**config.mk**
```make
export PLATFORM = sky130hd
export DESIGN_NAME = serial_add_ctrl
export DESIGN_NICKNAME = d
export VERILOG_FILES = /design/src/rtl/serial_add_ctrl.sv
export SDC_FILE = /design/constraint.sdc
export NUM_CORES = 1
export LEC_CHECK = 0
export ABC_AREA = 1
export CORE_MARGIN = 1.5
export CORE_UTILIZATION = 50
export DETAILED_ROUTE_END_ITERATION = 12
export GPL_TIMING_DRIVEN = 1
export HOLD_SLACK_MARGIN = 0.15
export PLACE_DENSITY = 0.84
export SLEW_MARGIN = 20
export SYNTH_ARGS = -nofsm -noshare
export SYNTH_HDL_FRONTEND = slang
export SYNTH_SLANG_ARGS = --single-unit
export TNS_END_PERCENT = 30
```
**constraint.sdc**
```tcl
create_clock -name clk -period 3.1 [get_ports clk]
set_clock_uncertainty 0.15 [all_clocks]
set_input_delay 0.31 -clock clk [delete_from_list [all_inputs] [get_ports clk]]
set_output_delay 0.31 -clock clk [all_outputs]
set_load 0.03 [all_outputs]
```
**src/rtl/serial_add_ctrl.sv**
```systemverilog
// Word-level sequencer around a bit-serial full adder: latches two operands,
// adds/subtracts them LSB-first one bit per enabled clock, and reports sum, carry-out and overflow.
module serial_add_ctrl #(
    parameter int WIDTH = 8,
    parameter int CNT_W = $clog2(WIDTH + 1)
) (
    input  logic             clk,
    input  logic             rst,
    input  logic             start,
    input  logic             sub,
    input  logic             en,
    input  logic [WIDTH-1:0] a_in,
    input  logic [WIDTH-1:0] b_in,
    output logic             busy,
    output logic             done,
    output logic [WIDTH-1:0] sum,
    output logic             cout,
    output logic             ovf
);

    localparam logic [1:0] IDLE    = 2'd0;
    localparam logic [1:0] SHIFT   = 2'd1;
    localparam logic [1:0] DONE_ST = 2'd2;

    localparam logic [CNT_W-1:0] CNT_LAST   = CNT_W'(WIDTH - 1);
    localparam logic [CNT_W-1:0] CNT_PENULT = CNT_W'(WIDTH - 2);

    logic [1:0]       state;
    logic [WIDTH-1:0] a_sh;
    logic [WIDTH-1:0] b_sh;
    logic             carry;
    logic             c_msb_in;
    logic [CNT_W-1:0] counter;
    logic             bit_sum;
    logic             carry_nxt;

    assign bit_sum   = a_sh[0] ^ b_sh[0] ^ carry;
    assign carry_nxt = (a_sh[0] & b_sh[0]) | (a_sh[0] & carry) | (b_sh[0] & carry);

    assign busy = (state != IDLE);
    assign done = (state == DONE_ST);

    // Subtraction is folded in at load time: B is inverted and the carry seeded with 1.
    always_ff @(posedge clk or negedge rst) begin
        if (!rst) begin
            state    <= IDLE;
            a_sh     <= '0;
            b_sh     <= '0;
            carry    <= 1'b0;
            c_msb_in <= 1'b0;
            counter  <= '0;
            sum      <= '0;
            cout     <= 1'b0;
            ovf      <= 1'b0;
        end else begin
            case (state)
                IDLE: begin
                    if (start) begin
                        a_sh    <= a_in;
                        b_sh    <= b_in ^ {WIDTH{sub}};
                        carry   <= sub;
                        counter <= '0;
                        sum     <= '0;
                        cout    <= 1'b0;
                        ovf     <= 1'b0;
                        state   <= SHIFT;
                    end
                end
                SHIFT: begin
                    if (en) begin
                        carry   <= carry_nxt;
                        sum     <= {bit_sum, sum[WIDTH-1:1]};
                        a_sh    <= a_sh >> 1;
                        b_sh    <= b_sh >> 1;
                        counter <= counter + 1'b1;
                        // Carry into the MSB is kept so overflow can be formed on the final edge.
                        if (counter == CNT_PENULT) begin
                            c_msb_in <= carry_nxt;
                        end
                        if (counter == CNT_LAST) begin
                            cout  <= carry_nxt;
                            ovf   <= c_msb_in ^ carry_nxt;
                            state <= DONE_ST;
                        end
                    end
                end
                DONE_ST: begin
                    state <= IDLE;
                end
                default: begin
                    state <= IDLE;
                end
            endcase
        end
    end

endmodule

```
==> run summary <==
Max Root-Sink Buffers = 2
detailed-router iteration count before antenna repair = 4
Final #Nets = 289
CTS tree = done
post-DP HPWL = 2.33 mm
min Tclk post-route = 2.09 ns
critical path startpoint category = register
Tot GR Track Use = 20.2%
Yosys warnings = 0
Post-Synthesis Cells = 232
Post-CTS Resized = 0
die height = 61.4 um
Initial Utilization = 51.5%
H-Tree Level Count = 2
Hold Fails Final Rpt = 0
Post-CTS Setup Repair Bufs = 0
P_leak = 1.10 nW
number of global-route vias before repair = 1342
DRC viols = 0
dpl cells = 304
final setup fails = 0
Final Instance Count excl. Fillers = 312
core area = 0.00331 sq mm
Cell Pwr Density = 827 mW/mm^2
Via Count = 1540
latest clock arrival within the worst-skew pair = 0.34 ns
Setup TNS = 0 ns
period utilization = 67.4%
drt wl/cell = 11.1 um
Hold Buf Count CTS = 0
first-pass GRT wire length = 5.59 mm
TritonCTS Sinks = 34
Netlist Area Pre-Place = 0.00170 sq mm
sequential share of power = 41.3%
final WL = 3.46 mm
Hold WS = 0.226 ns
Comb power frac = 43.7%
GP Congestion = 0.863
switching portion of total power = 42.4%
DRC marker count from the first detailed-route iteration = 107
share of cells above drive strength 1 = 7.89%
maximum capacitance violations = 0
cells on worst reg2reg path = 5
die footprint = 0.00377 sq mm
CTS root buffer = clkbuf_4
CP Max Fanout = 4
FF+latch count, synth = 34
Pint = 0.00101 W
Slew @ Worst Pin = 0.510 ns
Via density = 4.94
Synth Area per Inst = 7.35 sq um
Sw Pwr = 0.000740 W
Slew headroom = 65.9%
Hold Crit Class = input pin to async pin
r2r endpoint = a_sh[4]$_DFFE_PN0P_
pins over their slew limit = 0
sequential-to-total area share from yosys stat = 49.9%
synth unique cells = 19
Overflow after GRT = 0
largest net degree at the start of global routing = 35
clk slew on worst S/H paths = 0.10 ns
Area Overhead vs Synth = 23.9%
port bufs = 32
syn_nets = 256
RSZ-0062 raised after global routing = false
row count = 21
kind of end point of the critical path = output port
worst endpoint data arrival time = 1.63 ns
# diodes = 0
R2R Setup Slk = 1.35 ns
CTS buffer count = 5
status = completed
Clk pwr share = 15.0%
Routed Antenna Nets = 0
fin util = 63.8%
die width = 61.4 um
# IOs = 33
required time worst endpoint = 2.64 ns
Peak VDD IR = 0.352 mV
Max Clock Freq = 0.478 GHz
total power = 0.00175 W
FF-to-FF Start = state[0]$_DFFE_PN0P_
antenna violations before repair = 0
WS Path Type = register to output port
-- cells in the final DEF (no fill, tap or decap) --
cell             count
o21ai_1              3
or2_2                4
nor2_1              11
clkbuf_4             5
nor2_4               1
buf_4                2
ha_1                 2
inv_2                4
fa_1                 1
nand2_2              3
o221ai_1             1
clkbuf_8             1
o21ai_0              9
clkdlybuf4s50_1     32
clkinv_2             1
inv_1                6
nand2_1            133
nand4_1              1
dfrtp_1             34
clkbuf_1             1
nand3_1             10
a21oi_1              1
-- power groups by stage --
stage	Clock [W]	Combinational, W	Sequential (W)
after floorplan	0	0.000441	0.000817
after global placement	0	0.000745	0.000725
after detailed placement	0	0.000767	0.000727
after CTS	0.000267	0.000771	0.000720
after global routing	0.000290	0.000860	0.000743
final	0.000261	0.000764	0.000721
-- registers in the layout, indices dropped and copies added (netlist names) --
| signal | flops |
|---|---|
| a_sh | 8 |
| sum | 8 |
| state | 2 |
| carry | 1 |
| c_msb_in | 1 |
| ovf | 1 |
| cout | 1 |
| b_sh | 8 |
| counter | 4 |
-- worst max path at each step --
| stage | start | end | slack (ns) | cells past startpoint |
|---|---|---|---|---|
| floorplan | a_sh[0]$_DFFE_PN0P_ | carry$_DFFE_PN0P_ | 1.75 | 5 |
| global placement | en | b_sh[1]$_DFFE_PN0P_ | 1.02 | 7 |
| detailed placement | en | carry$_DFFE_PN0P_ | 0.98 | 7 |
| CTS | state[0]$_DFFE_PN0P_ | busy | 1.0 | 3 |
| global route | state[0]$_DFFE_PN0P_ | busy | 0.92 | 3 |
| finish | state[1]$_DFFE_PN0P_ | done | 1.01 | 3 |
-- logic make-up (layout without fill, tap and decap cells) --
logic type      Yosys count  count (layout)  share of synthesized area (%)
buf+inv                  18              52                           4.85
simple gates            163             163                           38.3
compound gates           14              14                           4.33
flops                    34              34                           49.9
fa+ha+maj                 3               3                           2.64
-- critical path, stage by stage (launching register included) --
cell and delay (ns):
dfrtp_1 0.44, inv_2 0.08, nor2_1 0.10, clkdlybuf4s50_1 0.68
-- final cells by class --
cell class                      count  area (sq um)
Clock buffer                        7          55.1
Clock inverter                      1          5.00
Timing Repair Buffer               34           335
Fill cell                         302          1200
Sequential cell                    34           851
Multi-Input combinational cell    180           771
Tap cell                           46          57.6
Inverter                           10          37.5
-- synthesized netlist by cell type --
| library cell | instances | area share (%) |
|---|---|---|
| inv_1 | 6 | 1.3 |
| buf_2 | 6 | 1.8 |
| nand2_2 | 3 | 1.1 |
| buf_6 | 1 | 0.66 |
| o21ai_1 | 3 | 0.88 |
| dfrtp_1 | 34 | 50 |
| ha_1 | 2 | 1.5 |
| a21oi_1 | 1 | 0.29 |
| inv_2 | 4 | 0.88 |
| fa_1 | 1 | 1.2 |
| nor2_4 | 1 | 0.66 |
| nor2_1 | 11 | 2.4 |
| or2_2 | 4 | 1.5 |
| o21ai_0 | 9 | 2.6 |
| o221ai_1 | 1 | 0.51 |
| nand2_1 | 133 | 29 |
| clkbuf_1 | 1 | 0.22 |
| nand3_1 | 10 | 2.9 |
| nand4_1 | 1 | 0.37 |
-- stage by stage --
step                      area (sq um)  setup slack, ns
after floorplan                   1700             1.75
after global placement            2050             1.02
after detailed placement          2050            0.976
after CTS                         2110            0.998
after global routing              2110            0.917
final                             2110             1.01
-- metal layers --
metal / global-route usage [%] / up-vias / wire, um
met5: 0 / - / 0
met4: 6.38 / 0 / 54
met3: 5.04 / 6 / 198
met2: 34.2 / 48 / 1640
met1: 25.5 / 706 / 1560
li1: - / 780 / -
No activity file was read; power rests on OpenSTA's default activity.
